**src/rtl/decoder_3_to_8_if.sv**
```systemverilog
// ---------------------------------------------------------------------------
// decoder_3_to_8_if
// Bundles the code/enable inputs and the registered select outputs of the
// one-hot decoder so that producer and decoder connect with a single port.
//
// Parameters
//   N : width of the binary code
//   M : width of the one-hot select vector (must be 2**N)
//
// Signals
//   enc   : binary code to decode                  (master -> slave)
//   en    : active-low enable, 0 = decode           (master -> slave)
//   dec   : registered one-hot select lines         (slave  -> master)
//   valid : registered flag, 1 when dec is one-hot  (slave  -> master)
//
// Modports
//   master : the logic that drives the code and consumes the selects
//   slave  : the decoder itself
// ---------------------------------------------------------------------------
interface decoder_3_to_8_if #(
  parameter int N = 3,
  parameter int M = 2 ** N
) ();

  logic [N-1:0] enc;
  logic         en;
  logic [M-1:0] dec;
  logic         valid;

  modport master (
    output enc,
    output en,
    input  dec,
    input  valid
  );

  modport slave (
    input  enc,
    input  en,
    output dec,
    output valid
  );

endinterface : decoder_3_to_8_if

```
**src/rtl/decoder_3_to_8.sv**
```systemverilog
// ---------------------------------------------------------------------------
// decoder_3_to_8
// Registered N-to-2**N one-hot decoder with an active-low enable. The select
// lines come straight from flops, so downstream bank/row selects and
// write-enable fan-out see glitch-free, cycle-aligned values one clock after
// the code is sampled.
//
// Parameters
//   N : width of the binary code (default 3)
//   M : width of the one-hot output, must equal 2**N (default 8)
//
// Ports
//   clk       : rising-edge clock
//   rst       : synchronous, active-high reset; clears dec and valid
//   bus.enc   : binary code to decode
//   bus.en    : active-low enable; 1 forces dec to zero on the next edge
//   bus.dec   : registered one-hot decode, bit dec[enc] set when enabled
//   bus.valid : registered flag, 1 when dec holds a one-hot value
// ---------------------------------------------------------------------------
module decoder_3_to_8 #(
  parameter int N = 3,
  parameter int M = 2 ** N
) (
  input  logic               clk,
  input  logic               rst,
  decoder_3_to_8_if.slave    bus
);

  // Any M other than 2**N would leave select lines unreachable or codes
  // without a line, so refuse to elaborate.
  if (M != (2 ** N)) begin : g_bad_width
    $error("decoder_3_to_8: M (%0d) must equal 2**N (%0d)", M, 2 ** N);
  end

  logic [M-1:0] w_dec_next;
  logic         w_valid_next;
  logic [M-1:0] r_dec;
  logic         r_valid;

  // Next-state decode: one-hot of enc when enabled, all zeros otherwise.
  always_comb begin
    w_dec_next   = {M{1'b0}};
    w_valid_next = 1'b0;
    if (bus.en == 1'b0) begin
      // Compare against each line index rather than indexing by enc, so an
      // unknown code can only affect the enabled path.
      for (int i = 0; i < M; i++) begin
        w_dec_next[i] = (bus.enc == N'(i));
      end
      w_valid_next = 1'b1;
    end else begin
      // Disabled: the code is ignored entirely, even if it is unknown.
      w_dec_next   = {M{1'b0}};
      w_valid_next = 1'b0;
    end
  end

  // Output register with synchronous reset taking priority over decode.
  always_ff @(posedge clk) begin
    if (rst) begin
      r_dec   <= {M{1'b0}};
      r_valid <= 1'b0;
    end else begin
      r_dec   <= w_dec_next;
      r_valid <= w_valid_next;
    end
  end

  assign bus.dec   = r_dec;
  assign bus.valid = r_valid;

endmodule : decoder_3_to_8

```
**src/flat_wrapper.sv**
```systemverilog
// flat-port wrapper written by rule: the top's interface ports become plain ports
module decoder_3_to_8_flat 
#(
  parameter int N = 3,
  parameter int M = 2 ** N
)
  (clk, rst, bus_enc, bus_en, bus_dec, bus_valid);
  decoder_3_to_8_if #(.N(N), .M(M)) bus_i ();
  input  logic clk;
  input  logic rst;
  input wire logic [$bits(bus_i.enc)-1:0] bus_enc;
  input wire logic [$bits(bus_i.en)-1:0] bus_en;
  output wire logic [$bits(bus_i.dec)-1:0] bus_dec;
  output wire logic [$bits(bus_i.valid)-1:0] bus_valid;
  assign bus_i.enc = bus_enc;
  assign bus_i.en = bus_en;
  assign bus_dec = bus_i.dec;
  assign bus_valid = bus_i.valid;
  decoder_3_to_8 #(.N(N), .M(M)) u_core (.clk(clk), .rst(rst), .bus(bus_i));
endmodule
```
**config.mk**
```make
export PLATFORM = sky130hd
export DESIGN_NAME = decoder_3_to_8_flat
export DESIGN_NICKNAME = d
export VERILOG_FILES = /design/src/rtl/decoder_3_to_8_if.sv /design/src/rtl/decoder_3_to_8.sv /design/src/flat_wrapper.sv
export SDC_FILE = /design/constraint.sdc
export NUM_CORES = 1
export LEC_CHECK = 0
export CORE_AREA = 2 2 39 41
export CTS_CLUSTER_DIAMETER = 50
export DETAILED_ROUTE_END_ITERATION = 10
export DIE_AREA = 0 0 41 43
export PLACE_DENSITY_LB_ADDON = 0.08
export SLEW_MARGIN = 20
export SYNTH_ARGS = -nofsm -noshare
export SYNTH_HDL_FRONTEND = slang
export SYNTH_SLANG_ARGS = --single-unit
```
**constraint.sdc**
```tcl
create_clock -name clk -period 0.9 [get_ports clk]
set_clock_uncertainty 0.15 [all_clocks]
set_input_delay 0.09 -clock clk [delete_from_list [all_inputs] [get_ports clk]]
set_output_delay 0.09 -clock clk [all_outputs]
set_load 0.01 [all_outputs]
```
==> results of run 1 <==
-- timing repair --
item	CTS	global route
pin swaps	2	1
endpoints found under the setup margin	17	12
resized for setup	39	1
hold buffers	0	0
-- layer usage --
metal,global-route usage,share of wire,vias up
met5,0,0,-
met4,0.06000,0.0075,0
met3,0.03141,0.11,2
met2,0.09688,0.48,8
met1,0.09446,0.40,95
li1,-,-,115
-- logic make-up (layout without fill, tap and decap cells) --
logic type | after synthesis | after routing | synth area share
flops | 9 | 9 | 0.6792
simple gates | 14 | 14 | 0.3207
buf+inv | 0 | 20 | 0
-- power by group through the flow --
stage / logic (mW) / clock network, mW / registers [mW]
2_1_floorplan: 0.0179 / 0 / 0.422
3_3_place_gp: 0.0779 / 0 / 0.417
3_5_place_dp: 0.0776 / 0 / 0.417
4_1_cts: 0.0656 / 0.314 / 0.408
5_1_grt: 0.0714 / 0.328 / 0.409
6_report: 0.0642 / 0.305 / 0.408
-- final cells by class --
class                           instances  area, µm²  area share
Multi-Input combinational cell         14      85.08      0.2024
Tap cell                               16      20.02     0.04762
Timing Repair Buffer                   16      108.9      0.2589
Sequential cell                         9      180.2      0.4286
Clock buffer                            4      26.28     0.06250
-- cell usage after synthesis, drive strengths merged --
| library cell | count |
|---|---|
| dfxtp | 9 |
| nand2 | 1 |
| nand2b | 2 |
| nor2 | 7 |
| nor3 | 2 |
| or3 | 1 |
| or3b | 1 |
-- state kept, by name, indices dropped and copies added (netlist names) --
register and count:
u_core.bus.dec 8, u_core.bus.valid 1
-- worst paths after layout --
| kind | slack, ns | endpoint | cells past startpoint |
|---|---|---|---|
| max | -0.02 | bus_dec[0] | 1 |
| min | -0.009 | u_core.bus.dec[4] | 2 |
-- metrics by stage --
step	instances	hold slack [ns]	area [µm²]	util	setup TNS (ns)
detailed placement	55	0.5398	440.4	0.3183	-4.438
global placement	55	0.5224	440.4	0.3183	-4.441
floorplan	23	0.006690	265.3	-	0
finish	59	-0.009312	420.4	0.3038	-0.1180
global route	59	0.01280	420.4	0.3038	-0.3698
CTS	59	0.01912	417.9	0.3020	-0.2138
==> impl_metrics.json, run 1 <==
{
  "start_util": 0.1917,
  "drc": 0,
  "syn-cell-area_um2": 265.3,
  "totalWireLength_um": 530,
  "track_usage": 0.07560,
  "avgViaCountPerCell": 3.729,
  "setup_viol": 9,
  "io_buffer_count": 14,
  "fmax_mhz": 1087,
  "ys_seq_area_frac": 0.6792,
  "worstPathRequired_ns": 0.66,
  "n_antenna_cell": 0,
  "synth-seq-cells": 9,
  "power_leakage_nw": 0.2055,
  "p_per_area_mw_per_mm2": 1848,
  "cts.htree.levels": 1,
  "critPathSlowestCell": "dfxtp_1",
  "drive_gt1_frac": 0.4186,
  "drt_iter0_drc": 3,
  "synth_area_leaders": "dfxtp_1 (68%), nor2_1 (9.9%), nor3_2 (7.5%), nand2b_1 (4.7%), or3_4 (4.2%)",
  "worstMarginPinSlew_ns": 0.2125,
  "gp_congestion": 0.6373,
  "antenna_found_initial": 0,
  "ios": 15,
  "hold_ws_ns": -0.009312,
  "dieArea_mm2": 0.001763,
  "hp-start": "bus_enc[0]",
  "die_y_um": 43,
  "crit_type": "register to output port",
  "fin_ws_ns": -0.01968,
  "p_total_uw": 776.8,
  "post-place-ws_ns": -0.4040,
  "power_frac_seq": 0.525,
  "hold_violations": 2,
  "path_clk_slew_ns": 0.06,
  "drv_slew": 0,
  "timing.slew.headroom": 0.8581,
  "switchingPower_uw": 164.9,
  "core_area_mm2": 0.001384,
  "critPathMaxStageDelay_ns": 0.30,
  "synth_cell_type_count": 7,
  "crit_path_start_kind": "register",
  "drt_pass1_iterations": 2,
  "grt_start_max_net_pins": 6,
  "cap_violations": 0,
  "path_delay_family": "flip-flops",
  "grt_pass1_wl_um": 841,
  "dr_total_vias": 220,
  "internal_power_uw": 611.8,
  "cts_setup_buffers": 0,
  "cts-buffers-inserted": 3,
  "rows": 14,
  "fillers": 156,
  "post-route-min-period_ns": 0.9197,
  "clockPowerShare": 0.392,
  "power_frac_comb": 0.083,
  "cts_sinks": 9,
  "die_w_um": 41,
  "dp_hpwl_um": 405.5,
  "synth_top_area_frac": 0.6792,
  "cp_max_fo": 1,
  "synth-warning-count": 0,
  "arrival_ns": 0.68,
  "rsz0062_at_grt": "true",
  "avgSynthCellArea_um2": 11.53,
  "cp.buffers_inverters": 1,
  "root_buffer": "clkbuf_4",
  "cts.path.max_buffers": 2,
  "routedWlPerCell_um": 8.983,
  "startpoint": "u_core.bus.dec[0]",
  "antenna_left": 0,
  "swShare": 0.2123,
  "syn-num-nets": 29,
  "ir_drop_v": 0.0006533,
  "layout_common_cells": "buf_2 (9), dfxtp_1 (9), nor2_1 (7)",
  "netlist_instances": 23,
  "worst_hold_path_type": "input port to register",
  "violations": "negative hold slack, negative setup slack",
  "end_kind": "output port",
  "nNetsFinal": 50,
  "grt-ovfl-total": 0,
  "run_status": "finished with violations",
  "cts_tree": "built",
  "area_growth_pct": 58.49,
  "fin_crit_sh": 1.022,
  "yosys.area.top_type": "dfxtp_1",
  "path_cells": "buf_2",
  "grt_pass1_vias": 207
}
(Power assumes the default switching activity.)
==> inputs of run 2 (changes only) <==
Settings changed: CORE_AREA 2 2 39 41 to 10 10 47 49, DIE_AREA 0 0 41 43 to 0 0 57 59, SLEW_MARGIN 20 to default.
==> run 2 against run 1 <==
Effect of this change: the flow still finishes with violations (negative hold slack, negative setup slack); largest power group unchanged; critical endpoint is now bus_dec[5]; largest cell class unchanged; clock power about the same; fmax down 0.38%; clock-buffer cell count did not move; worst setup slack got worse by 0.0035 ns; via count down 1.4%; routed wire length is 13% higher; sequential cell count is the same; hold slack improved by 0.0045 ns; die area rose by 91%.
==> impl_metrics.json, run 2 (synthesized netlist as in run 1, its figures left out) <==
{
  "area_growth_pct": 66.98,
  "hold_ws_ns": -0.004812,
  "routedWlPerCell_um": 10.19,
  "final_area_um2": 442.9,
  "dr_total_vias": 217,
  "cts.htree.levels": 1,
  "worstMarginPinSlew_ns": 0.1914,
  "p_per_area_mw_per_mm2": 1766,
  "gp_congestion": 0.7482,
  "run_status": "finished with violations",
  "final_common_cell": "nor2_1",
  "start_util": 0.1893,
  "root_buffer": "clkbuf_4",
  "worst_hold_path_type": "input port to register",
  "path_clk_slew_ns": 0.06,
  "largest_register_ffs": 8,
  "rsz0062_at_grt": "true",
  "end_kind": "output port",
  "drt_iter0_drc": 1,
  "io_buffer_count": 14,
  "ir_drop_v": 0.0005795,
  "cp.buffers_inverters": 1,
  "fin_cells": 59,
  "tns_ns": -0.1690,
  "final_core_utilization": 0.3161,
  "post-place-ws_ns": -0.4185,
  "path_cells": "buf_2",
  "dieArea_mm2": 0.003363,
  "post-route-min-period_ns": 0.9232,
  "grt-ovfl-total": 0,
  "worstPathRequired_ns": 0.66,
  "grt_pass1_wl_um": 1028,
  "cap_violations": 0,
  "ctsHoldBuffers": 0,
  "critPathSlowestCell": "dfxtp_1",
  "fmax_mhz": 1083,
  "critPathMaxStageDelay_ns": 0.30,
  "drt_pass1_iterations": 2,
  "setup_viol": 9,
  "cts_sinks": 9,
  "cts.path.max_buffers": 2,
  "dpl_cell_area_um2": 440.4,
  "layout_common_cells": "nor2_1 (7), buf_2 (6), dfxtp_1 (6)",
  "cp_max_fo": 1,
  "hold_violations": 1,
  "nNetsFinal": 50,
  "die_y_um": 59,
  "antenna_found_initial": 0,
  "violations": "negative hold slack, negative setup slack",
  "timing.slew.headroom": 0.8720,
  "drc": 0,
  "crit_path_start_kind": "register",
  "crit_type": "register to output port",
  "drv_slew": 0,
  "n_antenna_cell": 0,
  "p_total_uw": 782.4,
  "avgViaCountPerCell": 3.678,
  "path_delay_family": "flip-flops",
  "core_area_mm2": 0.001401,
  "cts-buffers-inserted": 3,
  "track_usage": 0.04076,
  "drive_gt1_frac": 0.4884,
  "totalWireLength_um": 601,
  "rows": 14,
  "ios": 15,
  "power_leakage_nw": 0.2094,
  "cts_tree": "built",
  "arrival_ns": 0.68,
  "grt_start_max_net_pins": 6,
  "grt_pass1_vias": 249,
  "antenna_left": 0,
  "placedCellCount": 55,
  "fin_ws_ns": -0.02319,
  "die_w_um": 57,
  "fin_crit_sh": 1.026
}
[run 2: area by class of cell]
cell class | instances | area, µm²
Sequential cell | 9 | 183.9
Multi-Input combinational cell | 14 | 85.08
Timing Repair Buffer | 16 | 127.6
Clock buffer | 4 | 26.28
Fill cell | 164 | 958.4
Tap cell | 16 | 20.02
[run 2: path summary, 6_finish.rpt]
path,from,depth (start not counted),end,slack [ns]
setup / recovery,u_core.bus.dec[5],1,bus_dec[5],-0.02
hold / removal,rst,2,u_core.bus.valid,-0.005
[run 2: repair_timing]
item                                    CTS  global route
endpoints found under the setup margin   17            10
pin swaps                                 2             1
endpoints found under the hold margin     0             0
setup buffers                             0             0
gates resized for setup                  39             7
[run 2: where the power goes]
part	internal, mW	switching [mW]
sequential	0.407	0.00240
combinational	0.0391	0.0292
clock	0.170	0.134
total	0.617	0.165
[run 2: metal layers]
| layer | track usage | wire length [µm] |
|---|---|---|
| met4 | 0.04027 | 0 |
| met1 | 0.03957 | 266 |
| met3 | 0.03433 | 86 |
| met2 | 0.05116 | 249 |
| met5 | 0 | 0 |
==> inputs of run 3 (changes only) <==
==> constraint.sdc (replaced) <==
create_clock -name clk -period 0.9 [get_ports clk]
set_clock_uncertainty 0.15 [all_clocks]
set_input_delay 0.18 -clock clk [delete_from_list [all_inputs] [get_ports clk]]
set_output_delay 0.18 -clock clk [all_outputs]
set_load 0.01 [all_outputs]
==> run 3 against run 2 <==
Effect of this change: hold slack better by 0.085 ns; power is 0.36% higher; first-iteration DRC count is 100% higher; the flow finishes with violations (negative setup slack); final cell count is 3.4% higher; routed wire length is 2.3% higher; utilization is 0.98 points higher.
==> impl_metrics.json, run 3 (synthesized netlist as in run 1, its figures left out) <==
{
  "run_status": "finished with violations",
  "violations": "negative setup slack",
  "totalWireLength_um": 615,
  "min_to": "u_core.bus.dec[1]",
  "timing.slew.headroom": 0.8769,
  "path_delay_family": "flip-flops",
  "gp_congestion": 0.7482,
  "drv_slew": 0,
  "core_area_mm2": 0.001401,
  "fin_ws_ns": -0.1116,
  "nNetsFinal": 52,
  "die_y_um": 59,
  "p_per_area_mw_per_mm2": 1719,
  "ios": 15,
  "cp.buffers_inverters": 1,
  "setup_viol": 9,
  "cts_tree": "built",
  "post-route-min-period_ns": 1.012,
  "die_w_um": 57,
  "worstMarginPinSlew_ns": 0.1847,
  "rows": 14,
  "crit_path_start_kind": "register",
  "cts_sinks": 9,
  "routedWlPerCell_um": 10.08,
  "track_usage": 0.04337,
  "final_common_cell": "buf_2",
  "drive_gt1_frac": 0.5111,
  "ir_drop_v": 0.0005830,
  "avgViaCountPerCell": 3.820,
  "drt_iter0_drc": 2,
  "grt_start_max_net_pins": 6,
  "cts-buffers-inserted": 3,
  "area_growth_pct": 72.17,
  "final_core_utilization": 0.3259,
  "hp-start": "rst",
  "fin_crit_sh": 1.124,
  "critPathSlowestCell": "dfxtp_1",
  "largest_register_ffs": 8,
  "cap_violations": 0,
  "end_kind": "output port",
  "cts.path.max_buffers": 2,
  "root_buffer": "clkbuf_4",
  "dieArea_mm2": 0.003363,
  "crit_type": "register to output port",
  "rsz0062_at_grt": "true",
  "grt-ovfl-total": 0,
  "holdPathStages": 3,
  "start_util": 0.1893,
  "worstPathRequired_ns": 0.57,
  "path_cells": "buf_2",
  "critPathMaxStageDelay_ns": 0.30,
  "path_clk_slew_ns": 0.06,
  "fmax_mhz": 988.6,
  "fillers": 165,
  "io_buffer_count": 14,
  "antenna_left": 0,
  "post-place-ws_ns": -0.5085,
  "drc": 0,
  "grt_pass1_vias": 266,
  "n_antenna_cell": 0,
  "arrival_ns": 0.68,
  "drt_pass1_iterations": 4,
  "cts.htree.levels": 1,
  "cp_max_fo": 1,
  "hold_violations": 0,
  "dr_total_vias": 233,
  "grt_pass1_wl_um": 1097,
  "power_leakage_nw": 0.2257,
  "antenna_found_initial": 0,
  "worst_hold_path_type": "input port to register",
  "layout_common_cells": "buf_2 (8), nor2_1 (7), dfxtp_1 (6)"
}
## run 3: cell count changes in the layout (fill, tap and decap cells not counted)
cell             change
dlygate4sd2_1        -1
buf_2                +2
clkdlybuf4s50_1      -1
dlymetal6s4s_1       +2
clkdlybuf4s15_1      +1
dlymetal6s2s_1       -1
## run 3: worst max-delay path by stage
stage,slack [ns],cells past startpoint,from,end
after detailed placement,-0.51,3,bus_en,u_core.bus.dec[4]
after CTS,-0.13,1,u_core.bus.dec[6],bus_dec[6]
final,-0.11,1,u_core.bus.dec[5],bus_dec[5]
after global routing,-0.15,1,u_core.bus.dec[5],bus_dec[5]
after floorplan,0.01,2,bus_en,u_core.bus.dec[4]
after global placement,-0.50,3,bus_enc[2],u_core.bus.dec[6]
## run 3: repair_timing
item,CTS,global route
buffers inserted,0,0
endpoints found under the hold margin,1,0
pin swaps,2,2
resized for setup,48,8
endpoints found under the setup margin,17,11
hold buffers,2,0
## run 3: through the flow
stage                     cells  setup TNS, ns  area, µm²  power [mW]  hold slack, ns
after floorplan              23              0      265.3      0.4400         0.09669
after detailed placement     55         -6.173      440.4      0.4959          0.5995
after CTS                    61         -1.104      429.2      0.7955         0.07692
after global routing         61         -1.277      456.7      0.8296         0.09328
after global placement       55         -6.082      440.4      0.4949          0.6011
final                        61        -0.9758      456.7      0.7852         0.07993
## run 3: layout make-up
cell class	count	area (µm²)	share of cell area
Clock buffer	4	26.28	0.05753
Multi-Input combinational cell	14	85.08	0.1863
Sequential cell	9	183.9	0.4027
Tap cell	16	20.02	0.04384
Timing Repair Buffer	18	141.4	0.3096
## run 3: metal layers
layer / GRT usage / share of wire / up-vias
met5: 0 / 0 / -
met4: 0.04027 / 0.041 / 0
met3: 0.03433 / 0.14 / 3
met2: 0.05891 / 0.41 / 13
met1: 0.04077 / 0.40 / 100
li1: - / - / 117
## run 3: power by group
part	total [mW]	internal, mW	switching, mW
combinational	0.0734	0.0429	0.0305
clock	0.302	0.170	0.132
sequential	0.410	0.407	0.00236
